--- src/rtl/oam_dma_ctrl_pkg.sv ---
// Shared constants and FSM encoding for the OAM sprite DMA controller.
package oam_dma_ctrl_pkg;

  localparam int ADDR_WIDTH = 16;
  localparam int REG_WIDTH  = 8;

  localparam logic [ADDR_WIDTH-1:0] OAM_DMA_REG = 16'h4014;
  localparam logic [ADDR_WIDTH-1:0] PPU_OAMDATA = 16'h2004;

  typedef enum logic [2:0] {
    DMA_IDLE  = 3'd0,
    DMA_HALT  = 3'd1,
    DMA_ALIGN = 3'd2,
    DMA_READ  = 3'd3,
    DMA_WRITE = 3'd4
  } dma_state_t;

endpackage

--- src/rtl/oam_dma_ctrl_if.sv ---
// CPU-side and system-bus-side signals of the OAM DMA stage.
interface oam_dma_ctrl_if;
  import oam_dma_ctrl_pkg::*;

  logic [ADDR_WIDTH-1:0] cpu_addr;
  logic [REG_WIDTH-1:0]  cpu_dout;
  logic                  cpu_r_w_n;
  logic                  cpu_rdy;
  logic [ADDR_WIDTH-1:0] bus_addr;
  logic [REG_WIDTH-1:0]  bus_wdata;
  logic                  bus_r_w_n;
  logic [REG_WIDTH-1:0]  bus_rdata;
  logic                  dma_active;
  logic                  dma_done;

  modport slave (
    input  cpu_addr, cpu_dout, cpu_r_w_n, bus_rdata,
    output cpu_rdy, bus_addr, bus_wdata, bus_r_w_n, dma_active, dma_done
  );

  modport master (
    output cpu_addr, cpu_dout, cpu_r_w_n, bus_rdata,
    input  cpu_rdy, bus_addr, bus_wdata, bus_r_w_n, dma_active, dma_done
  );

endinterface

--- src/rtl/oam_dma_ctrl.sv ---
// CPU bus passthrough with $4014-triggered 256-byte sprite DMA into OAMDATA.
// Define OAM_DMA_ALIGN_EN to insert one ALIGN cycle when HALT falls on an odd cycle.
module oam_dma_ctrl
  import oam_dma_ctrl_pkg::*;
#(
  parameter logic [ADDR_WIDTH-1:0] DMA_REG_ADDR  = OAM_DMA_REG,
  parameter logic [ADDR_WIDTH-1:0] OAM_DATA_ADDR = PPU_OAMDATA
) (
  input  logic           phi0,
  input  logic           reset,
  oam_dma_ctrl_if.slave  bif
);

  dma_state_t           r_state;
  logic                 r_parity;
  logic                 r_cpu_rdy;
  logic                 r_dma_done;
  logic [REG_WIDTH-1:0] r_idx;
  logic [REG_WIDTH-1:0] r_page;
  logic [REG_WIDTH-1:0] r_data;
  logic                 w_trigger;

  // Only a genuine CPU write starts a DMA; reads of the register are harmless.
  assign w_trigger = (bif.cpu_r_w_n == 1'b0) && (bif.cpu_addr == DMA_REG_ADDR);

  always_ff @(posedge phi0) begin
    if (reset) begin
      r_state    <= DMA_IDLE;
      r_parity   <= 1'b0;
      r_cpu_rdy  <= 1'b1;
      r_dma_done <= 1'b0;
      r_idx      <= '0;
      r_page     <= '0;
      r_data     <= '0;
    end else begin
      r_parity   <= ~r_parity;
      r_dma_done <= 1'b0;
      case (r_state)
        DMA_IDLE: begin
          if (w_trigger) begin
            r_page    <= bif.cpu_dout;
            r_idx     <= '0;
            r_cpu_rdy <= 1'b0;
            r_state   <= DMA_HALT;
          end
        end
        DMA_HALT: begin
`ifdef OAM_DMA_ALIGN_EN
          r_state <= r_parity ? DMA_ALIGN : DMA_READ;
`else
          r_state <= DMA_READ;
`endif
        end
        DMA_ALIGN: r_state <= DMA_READ;
        DMA_READ: begin
          r_data  <= bif.bus_rdata;
          r_state <= DMA_WRITE;
        end
        DMA_WRITE: begin
          // idx wraps within the page, so the source never leaves $XX00-$XXFF.
          r_idx <= r_idx + 8'd1;
          if (r_idx == 8'hFF) begin
            r_state    <= DMA_IDLE;
            r_cpu_rdy  <= 1'b1;
            r_dma_done <= 1'b1;
          end else begin
            r_state <= DMA_READ;
          end
        end
        default: r_state <= DMA_IDLE;
      endcase
    end
  end

  always_comb begin
    bif.bus_addr  = bif.cpu_addr;
    bif.bus_wdata = bif.cpu_dout;
    bif.bus_r_w_n = bif.cpu_r_w_n;
    case (r_state)
      DMA_READ: begin
        bif.bus_addr  = {r_page, r_idx};
        bif.bus_r_w_n = 1'b1;
      end
      DMA_WRITE: begin
        bif.bus_addr  = OAM_DATA_ADDR;
        bif.bus_wdata = r_data;
        bif.bus_r_w_n = 1'b0;
      end
      default: ;
    endcase
  end

  assign bif.cpu_rdy    = r_cpu_rdy;
  assign bif.dma_done   = r_dma_done;
  assign bif.dma_active = (r_state != DMA_IDLE);

endmodule
--- src/flat_wrapper.sv ---
// flat-port wrapper written by rule: the top's interface ports become plain ports
module oam_dma_ctrl_flat import oam_dma_ctrl_pkg::*;
#(
  parameter logic [ADDR_WIDTH-1:0] DMA_REG_ADDR  = OAM_DMA_REG,
  parameter logic [ADDR_WIDTH-1:0] OAM_DATA_ADDR = PPU_OAMDATA
)
  (phi0, reset, bif_cpu_addr, bif_cpu_dout, bif_cpu_r_w_n, bif_bus_rdata, bif_cpu_rdy, bif_bus_addr, bif_bus_wdata, bif_bus_r_w_n, bif_dma_active, bif_dma_done);
  oam_dma_ctrl_if bif_i ();
  input  logic phi0;
  input  logic reset;
  input wire logic [$bits(bif_i.cpu_addr)-1:0] bif_cpu_addr;
  input wire logic [$bits(bif_i.cpu_dout)-1:0] bif_cpu_dout;
  input wire logic [$bits(bif_i.cpu_r_w_n)-1:0] bif_cpu_r_w_n;
  input wire logic [$bits(bif_i.bus_rdata)-1:0] bif_bus_rdata;
  output wire logic [$bits(bif_i.cpu_rdy)-1:0] bif_cpu_rdy;
  output wire logic [$bits(bif_i.bus_addr)-1:0] bif_bus_addr;
  output wire logic [$bits(bif_i.bus_wdata)-1:0] bif_bus_wdata;
  output wire logic [$bits(bif_i.bus_r_w_n)-1:0] bif_bus_r_w_n;
  output wire logic [$bits(bif_i.dma_active)-1:0] bif_dma_active;
  output wire logic [$bits(bif_i.dma_done)-1:0] bif_dma_done;
  assign bif_i.cpu_addr = bif_cpu_addr;
  assign bif_i.cpu_dout = bif_cpu_dout;
  assign bif_i.cpu_r_w_n = bif_cpu_r_w_n;
  assign bif_i.bus_rdata = bif_bus_rdata;
  assign bif_cpu_rdy = bif_i.cpu_rdy;
  assign bif_bus_addr = bif_i.bus_addr;
  assign bif_bus_wdata = bif_i.bus_wdata;
  assign bif_bus_r_w_n = bif_i.bus_r_w_n;
  assign bif_dma_active = bif_i.dma_active;
  assign bif_dma_done = bif_i.dma_done;
  oam_dma_ctrl #(.DMA_REG_ADDR(DMA_REG_ADDR), .OAM_DATA_ADDR(OAM_DATA_ADDR)) u_core (.phi0(phi0), .reset(reset), .bif(bif_i));
endmodule
--- config.mk ---
export PLATFORM = sky130hd
export DESIGN_NAME = oam_dma_ctrl_flat
export DESIGN_NICKNAME = d
export VERILOG_FILES = /design/src/rtl/oam_dma_ctrl_pkg.sv /design/src/rtl/oam_dma_ctrl_if.sv /design/src/rtl/oam_dma_ctrl.sv /design/src/flat_wrapper.sv
export SDC_FILE = /design/constraint.sdc
export NUM_CORES = 1
export LEC_CHECK = 0
export ABC_AREA = 1
export CAP_MARGIN = 15
export CORE_MARGIN = 3
export CORE_UTILIZATION = 46
export CTS_CLUSTER_DIAMETER = 40
export DETAILED_ROUTE_END_ITERATION = 10
export PLACE_DENSITY = 0.84
export SLEW_MARGIN = 20
export SYNTH_ARGS = -nofsm -noshare
export SYNTH_HDL_FRONTEND = slang
export SYNTH_SLANG_ARGS = --single-unit
--- constraint.sdc ---
create_clock -name phi0 -period 2.4 [get_ports phi0]
set_input_delay 0.72 -clock phi0 [delete_from_list [all_inputs] [get_ports phi0]]
set_output_delay 0.72 -clock phi0 [all_outputs]
set_load 0.01 [all_outputs]
==> impl_metrics.tcl <==
set metrics [dict create \
    r2r_start "u_core.r_state[0]" \
    finalSetupViolCount 0 \
    status "complete, no violations" \
    synth_mux_area_share_pct 0 \
    grt_pass1_vias 1787 \
    grt_pass1_wl_mm 8.00 \
    cts_tree "built" \
    yosysSeqAreaShare_pct 36.6 \
    maxCapViolCount 0 \
    stdcell_area_um2 2400 \
    critical_path_class "in -> out" \
    ant_nets 0 \
    die_y_um 64.7 \
    synth_area_leaders "dfxtp_1 37%, nand2_1 16%, nor2_1 12%" \
    design.die.area_um2 4190 \
    synth-edff-count 0 \
    place_congestion 0.840 \
    wl_per_cell_um 12.5 \
    initial_utilization_pct 49.9 \
    regToRegEndpoint "u_core.r_page[4]" \
    internal_power_mw 0.757 \
    synth_warnings 0 \
    drt-vias-per-instance 4.96 \
    crit_path_start_kind "primary input" \
    crit_path_max_fanout 2 \
    clkTransAtPathRegs_ns 0.09 \
    cp.arrival_ns 1.63 \
    finalWirelength_mm 4.75 \
    fin_skew_ns 0.00717 \
    maxSlewViolCount 0 \
    hold_depth 2 \
    io_pins 63 \
    ys_ff_latch 29 \
    syn2layout_area_growth_pct 51.3 \
    rows 20 \
    synth_top_family_by_area "simple AND/OR/NAND/NOR gates" \
    numCtsBuffers 5 \
    async_flop_share_pct 0 \
    slew_headroom_pct 81.5 \
    cp-startpoint "bif_cpu_dout[1]" \
    grt.overflow.total 0 \
    drtIter0Drc 134 \
    insertion_delay_ns 0.33 \
    period_needed_ns 2.35 \
    hold_viol 0 \
    synth_xor_xnor_area_share_pct 0 \
    fmax_mhz 425 \
    cts.path.max_buffers 2 \
    yosysTopAreaCellShare_pct 36.6 \
    reg2reg_depth 8 \
    pwr-share-seq_pct 47.8 \
    cts_num_sinks 29 \
    layout.nets 371 \
    synth-simple-area-share_pct 38.3 \
    synth_cell_types 22 \
    vdd_drop_max_mv 0.344 \
    core-area_um2 3180 \
    post-dp-hpwl_mm 3.33 \
    cts-root-buf "clkbuf_4" \
    antenna_found_initial 0 \
    nFillCells 286 \
    synth_area_leader_cell "dfxtp_1" \
    worst_pin_slew_ns 0.277 \
    fin_hold_ws_ns 0.481 \
    antennaDiodeCount 0 \
    vias 1881 \
    synth.most_common_cell "nand2_1" \
    p_leak_nw 1.17 \
    swShare_pct 26.7 \
    die_x_um 64.7 \
    r2r_slack_ns 0.92 \
    syn_inst 254 \
    drc 0 \
    whs_endpoint "u_core.bif.cpu_rdy" \
    fin_crit_sh_pct 98.0 \
    avgSynthCellArea_um2 6.25 \
    endpoint_kind "output pin" \
    grt_util_all_layers_pct 24.7 \
    synthFlopType "dfxtp_1" \
    p_per_area_nw_per_um2 431 \
    synth_common_cells "68 x nand2_1, 49 x nor2_1, 29 x dfxtp_1" \
    port_buffers 62 \
    grt_max_degree 22 \
    hp-start "u_core.bif.cpu_rdy" \
    syn_area_um2 1590 \
    first_pass_iters 4 \
    power_frac_clock_pct 29.4 \
    rsz0062_at_grt "yes" \
    placed_cell_area_um2 2360 \
    syn-num-nets 290 \
    switchingPower_mw 0.276 \
    hold_buffers 0 \
    cts_max_level 2 \
    synthAdderAreaFrac_pct 0.789 \
    worstHoldPathType "reg -> reg" \
    drive_gt1_share_pct 17.9 \
    synth-compound-area-share_pct 13.3 \
    critPathRequiredTime_ns 1.68 \
    share_comb_of_total_power_pct 22.8 \
]
-- flip-flops by register name, indices dropped and copies added (netlist names) --
| signal | flops |
|---|---|
| u_core.r_state | 3 |
| u_core.r_data | 8 |
| u_core.r_idx | 8 |
| u_core.r_page | 8 |
| u_core.bif.dma_done | 1 |
| u_core.bif.cpu_rdy | 1 |
-- repair_timing --
action,CTS,global route
resized for setup,48,27
buffers inserted,2,1
cloned,0,0
pin swaps,1,2
setup endpoints to repair,25,24
-- routing by layer --
layer	wire (um)	global-route usage (%)	part of all wire (%)	vias to the layer above
met5	0	0	0	-
met4	90	10.6	1.9	0
met3	317	6.24	6.7	11
met2	2370	43.2	50	68
met1	1980	28.3	42	841
li1	-	-	-	961
-- final cells by class --
| type | count | area (um^2) | share of cell area (%) |
|---|---|---|---|
| clock buffer | 7 | 55.1 | 2.29 |
| inverter | 31 | 123 | 5.11 |
| multi-input combinational | 184 | 846 | 35.2 |
| sequential | 29 | 583 | 24.3 |
| tap | 44 | 55.1 | 2.29 |
| timing repair buffer | 84 | 738 | 30.8 |
-- how the worst max path moves through the flow --
stage                        to  slack, ns  cells past startpoint
2_1_floorplan  bif_bus_addr[14]       0.54                      5
3_3_place_gp   bif_bus_addr[13]      -0.29                      4
3_5_place_dp   bif_bus_addr[13]      -0.27                      4
4_1_cts        bif_bus_addr[13]    0.00008                      4
5_1_grt         bif_bus_addr[0]      -0.01                      8
6_report       bif_bus_wdata[1]       0.05                      4
-- kinds of logic (layout without fill, tap and decap cells) --
logic type	after synthesis	after routing
simple gates	143	143
buf+inv	41	122
compound gates	40	40
flops	29	29
fa+ha+maj	1	1
-- cells in the final DEF (no fill, tap or decap) --
cell type and n:
nand4_1 1, clkbuf_8 1, inv_2 2, o211ai_1 1, clkbuf_2 10, clkdlybuf4s15_1 1
dlygate4sd2_1 9, o21ai_0 14, nor2_1 49, buf_8 1, dfxtp_1 27, inv_4 1
o22ai_1 7, clkbuf_1 1, a21oi_1 14, clkinvlp_4 1, clkdlybuf4s15_2 1, nor3_1 1
nor2_2 3, nand3_1 16, buf_12 2, nand2_1 66, buf_2 4, nand2_2 2
clkdlybuf4s50_1 37, nor2_4 3, clkbuf_4 5, ha_1 1, nand3_4 1, inv_1 27
o21ai_2 1, buf_4 19, o21ai_1 3, nand4_2 1, dfxtp_2 2
-- through the flow --
stage	setup WS [ns]	total power, mW	util (%)	instances	setup TNS, ns
3_5_place_dp	-0.273	0.746	74.3	369	-5.39
2_1_floorplan	0.542	0.591	-	254	0
5_1_grt	-0.0132	1.09	75.5	379	-0.0209
4_1_cts	0.0000756	1.03	77.0	378	0
6_report	0.0491	1.03	75.5	379	0
3_3_place_gp	-0.291	0.745	74.3	369	-5.24
-- critical path: stages --
cell and delay [ns]:
clkdlybuf4s50_1 0.49, nand2_1 0.07, nand2_1 0.09, dlygate4sd2_1 0.27
-- power by group through the flow --
stage	Combinational, mW	Clock (mW)	Sequential, mW
finish	0.236	0.304	0.494
global route	0.258	0.334	0.495
CTS	0.231	0.308	0.492
detailed placement	0.243	0	0.503
global placement	0.242	0	0.503
floorplan	0.0892	0	0.502
Power figures use the tool's default switching activity.
